===== src/rtl/triangle_area_mc.sv =====
// Multi-cycle shoelace triangle area: one shared multiplier, held valid/ready result.
// Define TRIANGLE_ORIENT_EN to produce the ccw/degenerate flags; otherwise they stay 0.
module triangle_area_mc #(
  parameter int W    = 11,
  parameter bit HALF = 1'b0
) (
  input  logic           CLOCK_50,
  input  logic           reset,
  input  logic           in_valid,
  output logic           in_ready,
  input  logic [W-1:0]   ax,
  input  logic [W-1:0]   ay,
  input  logic [W-1:0]   bx,
  input  logic [W-1:0]   by,
  input  logic [W-1:0]   cx,
  input  logic [W-1:0]   cy,
  output logic           out_valid,
  input  logic           out_ready,
  output logic [2*W-1:0] area,
  output logic           ccw,
  output logic           degenerate
);
  typedef enum logic [2:0] {IDLE, M0, M1, M2, FIN, DONE} state_t;

  typedef struct packed {
    logic [W-1:0] ax, ay, bx, by, cx, cy;
  } vtx_t;

  state_t                 state_q, state_d;
  vtx_t                   vtx_q, vtx_d;
  logic signed [2*W+2:0]  acc_q, acc_d;
  logic [2*W-1:0]         area_q, area_d;
  logic                   ccw_q, ccw_d;
  logic                   degen_q, degen_d;
  logic                   out_valid_q, out_valid_d;

  logic [W-1:0]           mul_a, sub_p, sub_n;
  logic signed [W:0]      diff;
  logic signed [2*W+1:0]  op_a, op_b, prod;
  logic signed [2*W+2:0]  prod_ext;
  logic [2*W+2:0]         mag;

  // The single multiplier: operands steered by which shoelace term is due.
  always_comb begin
    mul_a = '0;
    sub_p = '0;
    sub_n = '0;
    case (state_q)
      M0:      begin mul_a = vtx_q.ax; sub_p = vtx_q.by; sub_n = vtx_q.cy; end
      M1:      begin mul_a = vtx_q.bx; sub_p = vtx_q.cy; sub_n = vtx_q.ay; end
      M2:      begin mul_a = vtx_q.cx; sub_p = vtx_q.ay; sub_n = vtx_q.by; end
      default: ;
    endcase
    diff     = $signed({1'b0, sub_p}) - $signed({1'b0, sub_n});
    op_a     = {{(W+2){1'b0}}, mul_a};
    op_b     = {{(W+1){diff[W]}}, diff};
    prod     = op_a * op_b;
    prod_ext = {prod[2*W+1], prod};
    mag      = acc_q[2*W+2] ? -acc_q : acc_q;
  end

  always_comb begin
    state_d     = state_q;
    vtx_d       = vtx_q;
    acc_d       = acc_q;
    area_d      = area_q;
    ccw_d       = ccw_q;
    degen_d     = degen_q;
    out_valid_d = out_valid_q;
    case (state_q)
      IDLE: if (in_valid) begin
        vtx_d   = '{ax: ax, ay: ay, bx: bx, by: by, cx: cx, cy: cy};
        state_d = M0;
      end
      M0: begin acc_d = prod_ext;         state_d = M1;  end
      M1: begin acc_d = acc_q + prod_ext; state_d = M2;  end
      M2: begin acc_d = acc_q + prod_ext; state_d = FIN; end
      FIN: begin
        // |2A| never exceeds 2W bits, so the casts only drop zero bits.
        area_d = HALF ? (2*W)'(mag >> 1) : (2*W)'(mag);
`ifdef TRIANGLE_ORIENT_EN
        ccw_d   = !acc_q[2*W+2] && (acc_q != '0);
        degen_d = (acc_q == '0);
`endif
        out_valid_d = 1'b1;
        state_d     = DONE;
      end
      DONE: if (out_ready) begin
        out_valid_d = 1'b0;
        state_d     = IDLE;
      end
      default: state_d = IDLE;
    endcase
  end

  always_ff @(posedge CLOCK_50 or posedge reset) begin
    if (reset) begin
      state_q     <= IDLE;
      vtx_q       <= '0;
      acc_q       <= '0;
      area_q      <= '0;
      ccw_q       <= 1'b0;
      degen_q     <= 1'b0;
      out_valid_q <= 1'b0;
    end else begin
      state_q     <= state_d;
      vtx_q       <= vtx_d;
      acc_q       <= acc_d;
      area_q      <= area_d;
      ccw_q       <= ccw_d;
      degen_q     <= degen_d;
      out_valid_q <= out_valid_d;
    end
  end

  assign in_ready   = (state_q == IDLE);
  assign out_valid  = out_valid_q;
  assign area       = area_q;
  assign ccw        = ccw_q;
  assign degenerate = degen_q;
endmodule


===== config.mk =====
export PLATFORM = sky130hd
export DESIGN_NAME = triangle_area_mc
export DESIGN_NICKNAME = d
export VERILOG_FILES = /design/src/rtl/triangle_area_mc.sv
export SDC_FILE = /design/constraint.sdc
export NUM_CORES = 1
export LEC_CHECK = 0
export CAP_MARGIN = 20
export CORE_ASPECT_RATIO = 1.25
export CORE_MARGIN = 2
export CORE_UTILIZATION = 40
export CTS_BUF_LIST = sky130_fd_sc_hd__clkbuf_2 sky130_fd_sc_hd__clkbuf_4 sky130_fd_sc_hd__clkbuf_8
export DETAILED_ROUTE_END_ITERATION = 16
export DONT_BUFFER_PORTS = 1
export HOLD_SLACK_MARGIN = 0.06
export PLACE_DENSITY_LB_ADDON = 0.25
export SLEW_MARGIN = 20
export SYNTH_ARGS = -nofsm -noshare
export SYNTH_HDL_FRONTEND = slang
export SYNTH_SLANG_ARGS = --single-unit

===== constraint.sdc =====
create_clock -name CLOCK_50 -period 19.2 [get_ports CLOCK_50]
set_clock_uncertainty 0.2 [all_clocks]
set_input_delay 0.96 -clock CLOCK_50 [delete_from_list [all_inputs] [get_ports CLOCK_50]]
set_output_delay 0.96 -clock CLOCK_50 [all_outputs]
set_load 0.01 [all_outputs]

After elaboration in Yosys (flattened, before gate mapping)
Cells that the tools add are included.
W data, S select, Z words.
{ "totals": {"reg_bits": 117, "in_bits": 70, "wordCells": 38} }
{ "classes": {"add_sub_neg": 3, "n_mul": 1, "eq_ne": 7, "n_mux": 10, "reduce_logical": 7} }
{ "op_table": {"columns": ["cell", "count"], "rows": [
  ["$pmux W11 S3", 3],
  ["$pmux W25 S2", 1],
  ["$add A25 B24 Y25", 1],
  ["$mul A12 B12 Y24", 1],
  ["$mux W22", 1],
  ["$neg A22 Y22", 1],
  ["$pmux W3 S6", 1],
  ["$sub A11 B11 Y12", 1],
  ["$eq A3 B2 Y1 const B", 2],
  ["$eq A3 B3 Y1 const B", 2],
  ["$mux W3", 2],
  ["$reduce_and A2 Y1", 3],
  ["$ne A2 B2 Y1 const B", 2],
  ["$reduce_bool A2 Y1", 2],
  ["$eq A3 B1 Y1 const B", 1],
  ["$logic_not A3 Y1", 1],
  ["$pmux W1 S2", 1],
  ["$reduce_or A2 Y1", 1],
  ["$mux W1", 1]
]} }

Depth between registers and ports, before layout
Gate-level depths: netlist (run 1).
{ "depth": {"word_depth": 6, "depth_mapped": 45} }

Worst setup path after synthesis (run 1)
OpenSTA, ideal clock, no wires.
{ "synth_timing": {"path_type": "reg-to-reg", "from": "register state_q[1]", "to": "register acc_q[24]", "setup_ns": 0.124, "t_arrival_ns": 9.537, "t_required_ns": 18.876, "path_slack_ns": 9.339, "path_stages_with_launch": 42, "period_less_slack_ns": 9.861, "cell_sequence": "dfrtp_1 -> inv_1 -> nor2_1 -> clkbuf_1 -> clkbuf_1 -> a22o_1 -> nand2_1 -> ha_1 -> fa_1 -> nor2b_1 -> o21ai_1 -> a21boi_0 -> o21ai_0 -> a21boi_1 -> o21ai_0 -> nor4b_1 -> a311oi_1 -> clkbuf_1 -> (+6 left out) -> fa_1 -> inv_1 -> ha_1 -> nor4_1 -> o21ai_0 -> a31oi_2 -> o21bai_1 -> a21oi_1 -> xnor2_1 -> ha_1 -> a21oi_1 -> a211oi_1 -> nand2_1 -> o21a_1 -> a31oi_1 -> o22ai_1 -> a31o_2 -> a211o_1"} }
{ "synth_between": {"elab_chain_cells": 6, "word_cells_on_any_way": 12, "cone_classes": "add/sub (2); mul (1); eq/ne (3); mux (4); reduce/logical (2)"} }
{ "synth_rtl": {"columns": ["element", "line_no", "source"], "rows": [
  ["start: declaration", "29", "state_t state_q, state_d;"],
  ["start signal: assignment", "106", "state_q <= state_d;"],
  ["$eq A3 B2 Y1 or $eq A3 B1 Y1 (tied branches)", "48, 70", null],
  ["$pmux W11 S3", "48", "case (state_q)"],
  ["$sub A11 B11 Y12", "54", "diff = $signed({1'b0, sub_p}) - $signed({1'b0, sub_n});"],
  ["$mul A12 B12 Y24", "57", "prod = op_a * op_b;"],
  ["$add A25 B24 Y25", "76, 77", null],
  ["$pmux W25 S2", "70", "case (state_q)"],
  ["end signal: assignment", "100", "acc_q <= '0;"],
  ["end signal: assignment", "108", "acc_q <= acc_d;"],
  ["end: declaration", "31", "logic signed [2*W+2:0] acc_q, acc_d;"]
]} }
Parallel ways exist; a longest one is shown, timed or not.
A chain may end at the register's enable or synchronous reset.

Worst setup path after layout (run 1)
Ends and elaborated chain as after synthesis.

==> impl_metrics.ini, run 1 <==
[synthesis]
ys_ff_latch = 117
ys.flop_type = dfrtp_1
synth_cell_types = 67
synth_mux_area_share_pct = 9.66
synth_area_um2 = 12000
yosysWarnings = 0
synth_xor_area_share_pct = 4.74
synth_area_per_cell_um2 = 9.09
synth-compound-area-share_pct = 13.6
synth_cells = 1321
synth-seq-area-share_pct = 24.4
synthAdderAreaFrac_pct = 27.0
synth_top_family_by_area = adder cells
async_reset_ff_share_pct = 100
synth_simple_gate_area_share_pct = 13.9
synth_enable_flop_cells = 0

[clock_network]
cts_buffers = 17
postCtsHoldBufs = 0
clock_tree.root_cell = clkbuf_8
ctsResizeCount = 0
cts_sinks = 117
cts_tree = yes
clockBufferDepth = 2
htreeDepth = 4
clock_latency_ns = 0.48
post_cts_buffers = 0
clkTransAtPathRegs_ns = 0.09

[die]
initial_utilization_pct = 40.8
core_um2 = 29400
die_h_um = 198
num_rows = 70
io_pins = 96
die_w_um = 159
die-area_um2 = 31400

[route]
drtIter0Drc = 527
avgViaCountPerCell = 5.29
via_count = 9033
wl_mm = 27.9
postRouteAntennaNets = 0
firstDrtPassIters = 5
wl_per_cell_um = 16.3
drc = 0

[global_route]
grt_max_degree = 70
grt-ovfl-total = 0
grt_usage_pct = 18.5
antenna_found_initial = 1
grt_pass1_wl_mm = 47.1
grt_pass1_vias = 9421

[setup_path]
critPathMaxFanout = 39
worstSetupStartpointType = flip-flop
cp.required_ns = 19.40
endpoint_kind = flip-flop
path_common_cell = fa_1
slowest_delay_ns = 0.55
crit_arrival_ns = 10.84
cpMaxStageDelayCell = fa_1
critical_path_class = flip-flop to flip-flop
r2r_slack_ns = 8.57

[timing]
grt_setup_unrepaired = no
finalHoldViolations = 0
slew_headroom_pct = 28.4
worst_slew_pin_slew_ns = 1.07
whs_ns = 0.227
finalMaxSlewViolations = 0
fmax_ghz = 0.0940
layout_setup_ws_ns = 8.57
finalSetupViolCount = 0
fin_setup_tns_ns = 0
finalCritPeriodShare_pct = 55.4
fin_crit_ns = 10.63

[finish]
nets = 1571
mostFrequentLayoutCells = inv_1, nand2_1, dfrtp_1
drive_gt1_share_pct = 13.0
fin_util_pct = 43.6
layout_commonest_cell = inv_1
fillCellCount = 2960
syn2layout_area_growth_pct = 6.76
n_antenna_cell = 0

[min_path]
hold_class = input port to async pin

[placement]
hpwl_mm = 21.8
io_buffers = 0
place_ws_ns = 8.61
gp_congestion = 0.928

[job]
drv_cap = 0

[run_status]
status = completed
logic make-up after synthesis:
family,after synthesis
and+or+nand+nor,369
AOI/OAI and AO/OA,254
buffers and inverters,209
adders and majority gates,203
DFF,117
muxes,103
xor gates and xnor gates,65
other,1
final timing paths:
| path | from | cells past startpoint | to |
|---|---|---|---|
| max in group asynchronous | reset | 2 | vtx_q[29] |
| worst min-delay path | reset | 1 | state_q[2] |
| worst max register to register | state_q[1] | 41 | acc_q[24] |
| min in group CLOCK_50 | acc_q[23] | 2 | acc_q[23] |
| worst max-delay path | state_q[1] | 41 | acc_q[24] |
| worst min register to register | acc_q[23] | 2 | acc_q[23] |
final cells by class:
class	instances	area (µm²)	share of cell area (%)
Inverter	154	581	4.53
Multi-Input combinational cell	996	8290	64.6
Tap cell	396	495	3.86
Clock inverter	15	204	1.59
Timing Repair Buffer	12	90.1	0.703
Sequential cell	117	2930	22.8
Clock buffer	17	234	1.82
metal layers:
layer | track usage [%] | part of all wire, % | vias up
li1 | - | - | 4424
met1 | 21.9 | 44 | 4385
met2 | 34.0 | 50 | 179
met3 | 3.18 | 3.4 | 45
met4 | 6.43 | 2.9 | 0
met5 | 0 | 0 | -
registers in the layout, summed over array words and instances, names as in the netlist:
name,count
state_q,3
out_valid,1
acc_q,25
area,22
vtx_q,66
synth_stat cells (18+ instances only):
master    instances  area, µm²
nand2b_1         18        113
dfrtp_1         117       2930
fa_1             93       1860
a21oi_1          79        395
o21ai_0          43        215
mux2_2           99       1110
xor2_1           40        350
clkbuf_1         46        173
xnor2_1          25        219
a21o_1           18        135
a22oi_1          19        143
nand2_1         148        556
nor2_1          113        424
ha_1            110       1380
inv_1           153        574
worst max-delay path: cells and delay by family, from the launching register on:
family	cells	cell delay, ns
buffers and inverters	5	0.85
flip-flops	1	0.50
AND/OR/NAND/NOR	5	0.60
adder cells (fa/ha/maj)	9	3.92
multiplexers	1	0.39
AO/OA/AOI/OAI	20	3.99
XOR/XNOR	1	0.11
metrics by stage:
step,cell area [µm²],cells
global route,12800,1707
floorplan,12000,1322
finish,12800,1707
detailed placement,12400,1675
CTS,12800,1707
global placement,12400,1675
Power of run 1 is left out: the tool's default activity adds up to more than one toggle a clock period on the data nets, which glitch-free logic cannot reach.
==> run 2, diff against run 1 <==
--- a/config.mk
+++ b/config.mk
@@ -5,6 +5,7 @@
 export SDC_FILE = /design/constraint.sdc
 export NUM_CORES = 1
 export LEC_CHECK = 0
+export ABC_AREA = 1
 export CAP_MARGIN = 20
 export CORE_ASPECT_RATIO = 1.25
 export CORE_MARGIN = 2
==> constraint.sdc (replaced) <==
create_clock -name CLOCK_50 -period 9.1 [get_ports CLOCK_50]
set_clock_uncertainty 0.2 [all_clocks]
set_input_delay 0.455 -clock CLOCK_50 [delete_from_list [all_inputs] [get_ports CLOCK_50]]
set_output_delay 0.455 -clock CLOCK_50 [all_outputs]
set_load 0.01 [all_outputs]
==> impl_metrics.ini, run 2 <==
[run_status]
status = completed

[die]
die_h_um = 203
initial_utilization_pct = 40.7
die_w_um = 163
io_pins = 96
core_um2 = 31000
die-area_um2 = 33000
num_rows = 72

[route]
avgViaCountPerCell = 5.09
drc = 0
firstDrtPassIters = 5
via_count = 11143
wl_per_cell_um = 16.2
postRouteAntennaNets = 0
wl_mm = 35.5
drtIter0Drc = 692

[timing]
worst_slew_pin_slew_ns = 0.902
finalHoldViolations = 0
fin_crit_ns = 8.46
finalCritPeriodShare_pct = 93.0
slew_headroom_pct = 39.5
fmax_ghz = 0.118
finalMaxSlewViolations = 0
whs_ns = 0.318
finalSetupViolCount = 0

[placement]
io_buffers = 0
hpwl_mm = 28.1
gp_congestion = 0.968

[global_route]
grt_max_degree = 106
grt_pass1_vias = 11306
antenna_found_initial = 0
grt_pass1_wl_mm = 58.2
grt_usage_pct = 22.2
grt-ovfl-total = 0

[finish]
top_register = vtx_q
largest_reg_flops = 66
syn2layout_area_growth_pct = 13.8
layout_commonest_cell = nand2_1
nets = 2043
n_antenna_cell = 0
drive_gt1_share_pct = 8.64
mostFrequentLayoutCells = nand2_1, inv_1, nor2_1

[synthesis]
synth_area_per_cell_um2 = 7.48
synth_most_common_cell = nand2_1
yosysWarnings = 0
synth_cells = 1688
synth_area_um2 = 12600
synth_enable_flop_cells = 0
synth-seq-area-share_pct = 23.2
synth_top_area_share_pct = 23.2
synth.top_cells.by_count = nand2_1, inv_1, nor2_1, dfrtp_1, ha_1
ys_ff_latch = 117
synth_area_leader_cell = dfrtp_1
synth_cell_types = 49
ys.flop_type = dfrtp_1
async_reset_ff_share_pct = 100
synth_area_leaders = dfrtp_1, fa_1, nand2_1

[job]
drv_cap = 0

[clock_network]
clock_latency_ns = 0.45
clockBufferDepth = 2
htreeDepth = 4
cts_tree = yes
clkTransAtPathRegs_ns = 0.09
clock_tree.root_cell = clkbuf_8
cts_sinks = 117
cts_buffers = 17

[setup_path]
cpMaxStageDelayCell = fa_1
slowest_delay_ns = 0.56
crit_arrival_ns = 8.60
endpoint_kind = flip-flop
r2r_slack_ns = 0.64
worstSetupStartpointType = flip-flop
cp.required_ns = 9.24
path_common_cell = nand2_1
critical_path_class = flip-flop to flip-flop
critPathMaxFanout = 12

[min_path]
hold_class = flip-flop to flip-flop
[run 2: cell count changes after synthesis, sizes merged, moves of 16 or more]
| cell | previous run | this run |
|---|---|---|
| xor2 | 40 | 22 |
| nand2 | 149 | 395 |
| clkbuf | 46 | 18 |
| nor2 | 113 | 199 |
| a22oi | 19 | 2 |
| nand3 | 6 | 76 |
| inv | 154 | 305 |
| or3 | 19 | 0 |
| mux2 | 100 | 27 |
| a21oi | 79 | 106 |
| nand4 | 7 | 23 |
| nand2b | 19 | 0 |
[run 2: cell families (layout without fill, tap and decap cells)]
logic type               Yosys count  count (layout)  synth area share [%]
AND/OR/NAND/NOR                  730             730                  24.1
buffers and inverters            349             443                  10.9
AO/OA/AOI/OAI                    226             226                  11.3
adder cells (fa/ha/maj)          203             203                  25.7
flip-flops                       117             117                  23.2
XOR/XNOR                          35              35                  2.43
multiplexers                      27              27                  2.41
other                              1               2                0.0297
[run 2: layout make-up]
cell class / instances / area [µm²]
Sequential cell: 117 / 2930
Clock inverter: 14 / 141
Timing Repair Buffer: 103 / 972
Fill cell: 3130 / 16600
Inverter: 308 / 1170
Tap cell: 407 / 509
Clock buffer: 18 / 248
Multi-Input combinational cell: 1223 / 8400
[run 2: final timing paths]
kind | from | depth (start not counted) | end
setup / recovery | state_q[2] | 40 | acc_q[23]
max in group asynchronous | reset | 3 | state_q[0]
hold reg to reg | acc_q[23] | 2 | acc_q[23]
setup reg to reg | state_q[2] | 40 | acc_q[23]
hold / removal | acc_q[23] | 2 | acc_q[23]
min in group asynchronous | reset | 2 | acc_q[3]
[run 2: timing repair]
action,CTS,global route
gates resized for setup,0,24
setup endpoints to repair,0,15
hold endpoints to repair,119,0
hold buffers,70,0
setup buffers,0,6
[run 2: metrics by stage]
step / area [µm²] / worst slack [ns] / cells / utilization (%) / TNS, ns
floorplan: 12600 / 1.12 / 1689 / - / 0
global route: 14400 / -0.00174 / 2190 / 46.4 / -0.00174
detailed placement: 13100 / 0.270 / 2081 / 42.4 / 0
CTS: 14200 / 0.261 / 2183 / 45.9 / 0
finish: 14400 / 0.640 / 2190 / 46.4 / 0
global placement: 13100 / 0.388 / 2081 / 42.4 / 0
[run 2: per-layer routing]
metal / track usage [%] / share of wire (%) / wire [µm] / up-vias
li1: - / - / - / 5509
met1: 26.7 / 42 / 14800 / 5306
met2: 40.1 / 52 / 18300 / 266
met5: 0 / 0 / 0 / -
met3: 2.47 / 3.0 / 1060 / 62
met4: 8.94 / 3.7 / 1310 / 0
[run 2: worst max-delay path, delay by kind of cell (launching register included)]
family / cells / cell delay (ns)
adder cells (fa/ha/maj): 8 / 3.58
AO/OA/AOI/OAI: 3 / 0.56
AND/OR/NAND/NOR: 21 / 2.67
buffers and inverters: 8 / 0.91
flip-flops: 1 / 0.45
Power of run 2 is left out for the same reason.
